==> src/rtl/mem_bus_ctrl_pkg.sv <==
// Shared types and constants for the MEM-stage bus controller: FSM states,
// UART register map, status bit layout and the address decode helper.
package mem_bus_ctrl_pkg;

    typedef enum logic [3:0] {
        IDLE, RD1, RD2, WR1, WR2, WR3, URD1, URD2, UWR1, UWR2, UWR3, DONE
    } state_t;

    typedef enum logic [1:0] {
        REG_SRAM, REG_UDATA, REG_USTAT
    } region_t;

    localparam logic [15:0] UART_DATA_ADDR = 16'hBF00;
    localparam logic [15:0] UART_STAT_ADDR = 16'hBF01;

    localparam int STAT_TX_FREE  = 0;
    localparam int STAT_RX_READY = 1;

    localparam logic STROBE_IDLE = 1'b1;

    function automatic region_t decode_addr(input logic [15:0] a,
                                            input logic [15:0] data_a,
                                            input logic [15:0] stat_a);
        if (a == data_a)      return REG_UDATA;
        else if (a == stat_a) return REG_USTAT;
        else                  return REG_SRAM;
    endfunction

endpackage

==> src/rtl/mem_bus_ctrl.sv <==
// Multi-cycle RAM1 / UART bus sequencer behind the MEM stage. Strobes are
// registered from the next state so they are glitch-free and reset-forced.
module mem_bus_ctrl
    import mem_bus_ctrl_pkg::*;
#(
    parameter logic [15:0] UART_DATA_ADDR = mem_bus_ctrl_pkg::UART_DATA_ADDR,
    parameter logic [15:0] UART_STAT_ADDR = mem_bus_ctrl_pkg::UART_STAT_ADDR,
    parameter int          RAM_ADDR_W     = 18
) (
    input  logic                  clk,
    input  logic                  rst,
    input  logic                  req_en_n,
    input  logic                  req_write,
    input  logic [15:0]           addr,
    input  logic [15:0]           wdata,
    output logic [15:0]           rdata,
    output logic                  busy,
    output logic                  ack,
    output logic [RAM_ADDR_W-1:0] ram1_addr,
    output logic                  ram1_en_n,
    output logic                  ram1_oe_n,
    output logic                  ram1_we_n,
    output logic [15:0]           bus_dq_o,
    output logic                  bus_dq_oe,
    input  logic [15:0]           bus_dq_i,
    output logic                  uart_rdn,
    output logic                  uart_wrn,
    input  logic                  uart_data_ready,
    input  logic                  uart_tbre,
    input  logic                  uart_tsre
);

    state_t      r_state;
    state_t      w_next;
    region_t     w_region;
    logic [15:0] r_wdata;
    logic [15:0] w_wdata;
    logic [15:0] w_status;
    logic        w_accept;
    logic        w_drive;

    assign w_region = decode_addr(addr, UART_DATA_ADDR, UART_STAT_ADDR);
    assign w_accept = (r_state == IDLE) && !req_en_n;
    assign busy     = ((r_state != IDLE) && (r_state != DONE)) || w_accept;
    // On the accepting edge the latch is not yet loaded, so forward the input.
    assign w_wdata  = (r_state == IDLE) ? wdata : r_wdata;
    assign w_drive  = w_next inside {WR1, WR2, WR3, UWR1, UWR2, UWR3};

    always_comb begin
        w_status = '0;
        w_status[STAT_RX_READY] = uart_data_ready;
        w_status[STAT_TX_FREE]  = uart_tbre & uart_tsre;
    end

    always_comb begin
        w_next = r_state;
        unique case (r_state)
            IDLE: begin
                if (!req_en_n) begin
                    unique case (w_region)
                        REG_UDATA: w_next = req_write ? UWR1 : URD1;
                        REG_USTAT: w_next = DONE;
                        default:   w_next = req_write ? WR1 : RD1;
                    endcase
                end
            end
            RD1:     w_next = RD2;
            RD2:     w_next = DONE;
            WR1:     w_next = WR2;
            WR2:     w_next = WR3;
            WR3:     w_next = DONE;
            URD1:    w_next = URD2;
            URD2:    w_next = DONE;
            UWR1:    w_next = UWR2;
            UWR2:    w_next = UWR3;
            UWR3:    w_next = DONE;
            DONE:    w_next = IDLE;
            default: w_next = IDLE;
        endcase
    end

    always_ff @(posedge clk or posedge rst) begin
        if (rst) begin
            r_state   <= IDLE;
            r_wdata   <= '0;
            rdata     <= '0;
            ack       <= 1'b0;
            ram1_addr <= '0;
            ram1_en_n <= STROBE_IDLE;
            ram1_oe_n <= STROBE_IDLE;
            ram1_we_n <= STROBE_IDLE;
            uart_rdn  <= STROBE_IDLE;
            uart_wrn  <= STROBE_IDLE;
            bus_dq_o  <= '0;
            bus_dq_oe <= 1'b0;
        end else begin
            r_state   <= w_next;
            ack       <= (w_next == DONE);
            ram1_en_n <= !(w_next inside {RD1, RD2, WR1, WR2, WR3});
            ram1_oe_n <= !(w_next inside {RD1, RD2});
            ram1_we_n <= !(w_next == WR2);
            uart_rdn  <= !(w_next inside {URD1, URD2});
            uart_wrn  <= !(w_next == UWR2);
            bus_dq_oe <= w_drive;
            bus_dq_o  <= w_drive ? w_wdata : '0;
            if (w_accept) begin
                r_wdata <= wdata;
                if (w_region == REG_SRAM)
                    ram1_addr <= RAM_ADDR_W'(addr);
                if (w_region == REG_USTAT && !req_write)
                    rdata <= w_status;
            end
            if (r_state == RD2)
                rdata <= bus_dq_i;
            if (r_state == URD2)
                rdata <= {8'h00, bus_dq_i[7:0]};
        end
    end

endmodule

==> config.mk <==
export PLATFORM = sky130hd
export DESIGN_NAME = mem_bus_ctrl
export DESIGN_NICKNAME = d
export VERILOG_FILES = /design/src/rtl/mem_bus_ctrl_pkg.sv /design/src/rtl/mem_bus_ctrl.sv
export SDC_FILE = /design/constraint.sdc
export NUM_CORES = 1
export LEC_CHECK = 0
export CORE_UTILIZATION = 35
export CTS_CLUSTER_SIZE = 40
export DETAILED_ROUTE_END_ITERATION = 16
export HOLD_SLACK_MARGIN = 0.05
export PLACE_DENSITY = 0.74
export SLEW_MARGIN = 20
export SYNTH_ARGS = -nofsm -noshare
export SYNTH_HDL_FRONTEND = slang
export SYNTH_SLANG_ARGS = --single-unit
==> constraint.sdc <==
create_clock -name clk -period 2.35 [get_ports clk]
set_input_delay 0.235 -clock clk [delete_from_list [all_inputs] [get_ports clk]]
set_output_delay 0.235 -clock clk [all_outputs]
set_load 0.02 [all_outputs]
* After elaboration in Yosys (flattened, before gate mapping)
Cells that the tools add are included.
** Word-level totals
- Memories :: 0
- Output and inout port bits :: 58
- Bits in latches :: 0
- ROM bits :: 0
- Input bits :: 55
- Register bits after elaboration :: 75
- Logic and storage cells :: 75
- Memory bits (writable) :: 0
** Cells by class
- Shifts and indexed selects :: 0
- Add/sub/neg operators :: 0
- Divide/modulo/power cells :: 0
- Multipliers :: 0
- Reduce and logical (&&, ||, !) cells :: 23
- Equality and inequality tests :: 26
- Muxes and demuxes :: 13
- Bitwise gates (word level) :: 1
- Order comparisons :: 0
** Operators with widths (number)
- 2-to-1 mux 16 bit :: 6
- equality test 16 bit, second input constant :: 2
- equality test 4 x 3 -> 1 bit, second input constant :: 8
- one-hot mux 4 bit (8 select lines) :: 1
- equality test 4 bit, second input constant :: 7
- equality test 4 x 2 -> 1 bit, second input constant :: 4
- equality test 4 x 1 -> 1 bit, second input constant :: 2
- 2-to-1 mux 4 bit :: 2
- one-hot mux 4 bit (2 select lines) :: 1
- logical NOT 1 bit :: 7
- 2-to-1 mux 2 bit :: 3
- nonzero test 3 bit :: 2
- nonzero test 6 bit :: 1
- nonzero test 5 bit :: 1
- logical NOT 4 bit :: 1
- inequality test 4 bit, second input constant :: 1
- AND reduction 2 bit :: 2
- nonzero test 2 bit :: 2
- nonzero test 4 bit :: 1
- OR reduction 4 bit :: 1
- logical AND 1 bit :: 3
- equality test 2 x 1 -> 1 bit, second input constant :: 1
- equality test 2 bit, second input constant :: 1
- logical NOT 2 bit :: 1
- other kinds (2) :: 2

* Depth between registers and ports, before layout
- Depth in word-level cells :: 10
- Mapped depth :: 9

* Least setup slack after synthesis
Ideal clock, no wire load.
- Kind :: flip-flop to flip-flop
- Start point :: reg r_state[1]
- End point :: reg ram1_addr[0]
- Setup slack :: 0.011 ns
- Required time :: 2.222 ns
- Library setup time :: 0.128 ns
- Clock period less this slack :: 2.339 ns
- Arrival :: 2.212 ns
- Stages on the path, launching flop included :: 10
- Path through :: dfrtp_1 clkbuf_1 nor4_1 buf_2 nor2b_1 buf_2 buf_2 nand2_1 buf_2 mux2_1
** Between the ends
- Longest elaborated chain between the ends :: 3
** Ends and longest elaborated chain
- start, declared :: RTL line mem_bus_ctrl.sv:33 : state_t r_state;
- start signal, assigned :: RTL line mem_bus_ctrl.sv:97 : r_state <= w_next;
- logical NOT 4 bit :: RTL line mem_bus_ctrl.sv:43 : assign w_accept = (r_state == IDLE) && !req_en_n;
- logical AND 1 bit :: RTL line mem_bus_ctrl.sv:43
- AND reduction 2 bit (no source line)
- end signal, assigned :: RTL line mem_bus_ctrl.sv:109 : ram1_addr <= RAM_ADDR_W'(addr);
- end, declared :: RTL line mem_bus_ctrl.sv:19 : output logic [RAM_ADDR_W-1:0] ram1_addr,
No other way between the ends.
A chain may end at the register's enable or synchronous reset.

* Worst setup path after layout
- Start point :: in addr[6]
- End point :: reg ram1_oe_n
** Between the ends
- Longest elaborated chain between the ends :: 10
- Elaborated cells between the ends (all ways) :: 13
- Those cells by class :: eq/ne (6); mux (5); reduce/logical (2)
** Ends and longest elaborated chain
- start, declared :: RTL line mem_bus_ctrl.sv:14 : input logic [15:0] addr,
- equality test 16 bit :: RTL line mem_bus_ctrl_pkg.sv:25 : else if (a == stat_a) return REG_USTAT;
- 2-to-1 mux 2 bit :: RTL line mem_bus_ctrl_pkg.sv:25
- 2-to-1 mux 2 bit * :: RTL line mem_bus_ctrl_pkg.sv:24 : if (a == data_a) return REG_UDATA;
- equality test 2 bit or equality test 2 x 1 -> 1 bit (tied branches) :: RTL line mem_bus_ctrl.sv:60 : unique case (w_region)
- one-hot mux 4 bit (2 select lines) * :: RTL line mem_bus_ctrl.sv:60
- 2-to-1 mux 4 bit * :: RTL line mem_bus_ctrl.sv:59 : if (!req_en_n) begin
- one-hot mux 4 bit (8 select lines) * :: RTL line mem_bus_ctrl.sv:57 : unique case (r_state)
- named net w_next[0] :: RTL line mem_bus_ctrl.sv:34 : state_t w_next;
- equality test 4 x 1 -> 1 bit or equality test 4 x 2 -> 1 bit (tied branches) :: RTL line mem_bus_ctrl.sv:100 : ram1_oe_n <= !(w_next inside {RD1, RD2});
- nonzero test 2 bit * :: RTL line mem_bus_ctrl.sv:100
- logical NOT 1 bit * :: RTL line mem_bus_ctrl.sv:100
- end signal, assigned :: RTL line mem_bus_ctrl.sv:100
- end, declared :: RTL line mem_bus_ctrl.sv:21 : output logic ram1_oe_n,
Mark *: on every way through the listed nets, which the timed path passes. The rest lies on a longest branch.

==> metrics <==
status complete, no violations; Post-Route Skew 0.008607 ns; post-route ant nets 0; Worst Hold Class primary input to register; clock latency on the worst-skew pair 0.34 ns; Routability Congestion approximately 0.83; crit path time final 2.295 ns; Buf+Inv Stages, Crit Path 1; Die X 96.52 um; Setup-failing EPs final 0; top-level port count 113; RSZ-0062 raised after global routing no; gr ovfl total 0; most common cell after layout, fill and taps aside clkdlybuf4s50_1; DRC errors left 0; clock-pin slew on the worst setup and hold paths 0.08 ns; first-pass GRT wire length between 10 and 15 mm; core box area 0.008678 mm2; CP Launch Type primary input; RR Endpoint r_wdata[15]; Post-Syn Area per Cell 12.97 um2; Power per Cell Area 1340 mW/mm2; Worst setup endpoint ram1_oe_n; final count of pins violating max slew 0; clock root buffer clkbuf_8; Crit-path slowest cell or4_4; most frequent cells in the layout clkdlybuf4s50_1 (104), dfrtp_1 (70), mux2_2 (32); ANT cells 0; Via density a little under 5; share of cells above drive strength 1 23.20%; Max Clock Freq 0.4357 GHz; num rows 34; Post-synth EDFFs 0; DRT Pass-1 Iters 4; placed cells 466; initial antenna violation count 0; Worst Setup Path Type primary input to register; total global-route track usage 16.31%; clk sinks 75; initial DRC count 155; Starting Density 36.03%; post-synthesis sequential area ratio between 60% and 70%; Max VDD drop 555.5 uV; Synth Warn # 0; flops & latches, synth 75; Vias 2394; WL per Instance 14.96 um; Mapped Area around 0.0031 mm2; Non-Filler Instances 483; asr flop ratio synth 100.0%; RR Startpoint r_state[1]; fin area roughly 0.0047 mm2; R2R depth 4; setup TNS 0 ns; final wirelength 7.226 mm; CTS tree done; Worst Path Max Fanout 2; worst path required time roughly 2.6 ns; Layout area overhead 50.58%; CP Depth 6; Top delay family on crit path simple AND/OR/NAND/NOR gates; largest net degree at the start of global routing 76; Leak around 2.0 nW; top_reg_cell synth dfrtp_1; fin crit share 97.68%; CP Data Arrival Time 2.57 ns; library cells used by synthesis 43; final hold vios 0; Post-Place Cell Area 0.004501 mm2; launch point of the worst path addr[6]; flop-to-flop setup slack 0.26 ns; Max H-tree Level 3; DP HPWL 5.015 mm; number of port buffers 110; crit-path cells clkdlybuf4s50_1, or4b_4, or4_4, a22o_1, or3b_1, mux2_2; CP endpoint kind register; Clock Tree Buf Depth 2; crit-path max cell delay 0.53 ns; max_cap viols 0; Syn Inst Count 241; area of the die 0.009315 mm2; die height roughly 97 um; CTS buffer count 9; vias in the first global route 2421; Final nets 425
-- per-layer routing --
metal | global-route usage [%] | vias up | wire [um]
met4 | 6.373 | 0 | 102
met3 | 5.086 | 10 | 528
met5 | 0 | - | 0
li1 | - | 1116 | -
met2 | 25.23 | 83 | 3483
met1 | 21.32 | 1185 | 3112
-- per-stage QoR --
step	utilization (%)	power, W	hold slack (ns)	setup WS (ns)
floorplan	-	0.004019	0.3639	0.01066
global placement	51.86	0.005391	0.4657	-0.3612
detailed placement	51.86	0.005475	0.4878	-0.4056
CTS	54.01	0.006402	0.2970	0.01057
global route	54.25	0.006753	0.1704	0.01963
finish	54.25	0.006309	0.1729	0.05458
-- worst reg2reg max path: cells and delay by family, from the launching register on --
| family | cells | cell delay [ns] |
|---|---|---|
| buffers and inverters | 1 | 0.35 |
| DFF | 1 | 0.40 |
| and+or+nand+nor | 2 | 0.85 |
| muxes | 1 | 0.38 |
-- power by group --
part           internal (W)  switching, W  leakage, nW
Sequential          0.00190      0.000254        0.922
Combinational       0.00167       0.00159         1.01
Clock              0.000410      0.000480       0.0843
-- cells in the mapped netlist (2+ instances only) --
cell	n	share of area (%)
dfrtp_1	70	56
mux2_2	32	12
nor2_1	23	2.8
mux2i_1	17	5.4
a22o_1	15	4.2
nand2_1	10	1.2
clkbuf_1	7	0.84
a21oi_1	6	0.96
buf_2	6	0.96
dfstp_2	5	4.2
nor2b_1	4	0.80
inv_1	3	0.36
nand3_1	3	0.48
o21ai_0	3	0.48
buf_4	2	0.48
nand2b_1	2	0.40
nand4b_1	2	0.56
nor3_1	2	0.32
nor3b_1	2	0.48
nor4_1	2	0.40
o211ai_1	2	0.48
or4_4	2	0.72
-- cells by family (layout without fill, tap and decap cells) --
family,Yosys count,count (layout),synth area share [%]
other,1,2,0.1199
and+or+nand+nor,59,59,10.40
muxes,50,50,17.33
DFF,75,75,60.22
buffers and inverters,19,152,2.761
AOI/OAI and AO/OA,37,37,9.164
-- what timing repair did --
item,CTS,global route
gates resized for setup,0,8
buffers inserted,1,0
pin swaps,2,4
hold buffers,0,0
endpoints found under the setup margin,1,24
hold endpoints to repair,0,0
-- registers in the layout, summed over array words and instances (netlist names) --
register and count:
r_state 4, uart_wrn 1, ram1_addr 16, ram1_we_n 1, ram1_en_n 1, r_wdata 16, ack 1, rdata 16
uart_rdn 1, bus_dq_o 16, ram1_oe_n 1, bus_dq_oe 1
-- area by class of cell --
cell class                      instances  area [um2]
Inverter                                4       16.27
Clock buffer                           10       137.6
Timing Repair Buffer                  132        1319
Sequential cell                        75        1883
Multi-Input combinational cell        148        1176
Fill cell                             789        3970
Clock inverter                          6       41.29
Tap cell                              108       135.1
-- worst min path at each step --
stage	start	to	slack, ns	cells after the start
finish	addr[8]	ram1_addr[8]	0.17	2
global route	addr[2]	ram1_addr[2]	0.17	2
CTS	rst	ram1_addr[13]	0.30	3
detailed placement	rdata[2]	rdata[2]	0.49	1
global placement	rdata[0]	rdata[0]	0.47	2
floorplan	req_write	r_state[2]	0.36	1
No activity file was read; power rests on OpenSTA's default activity.
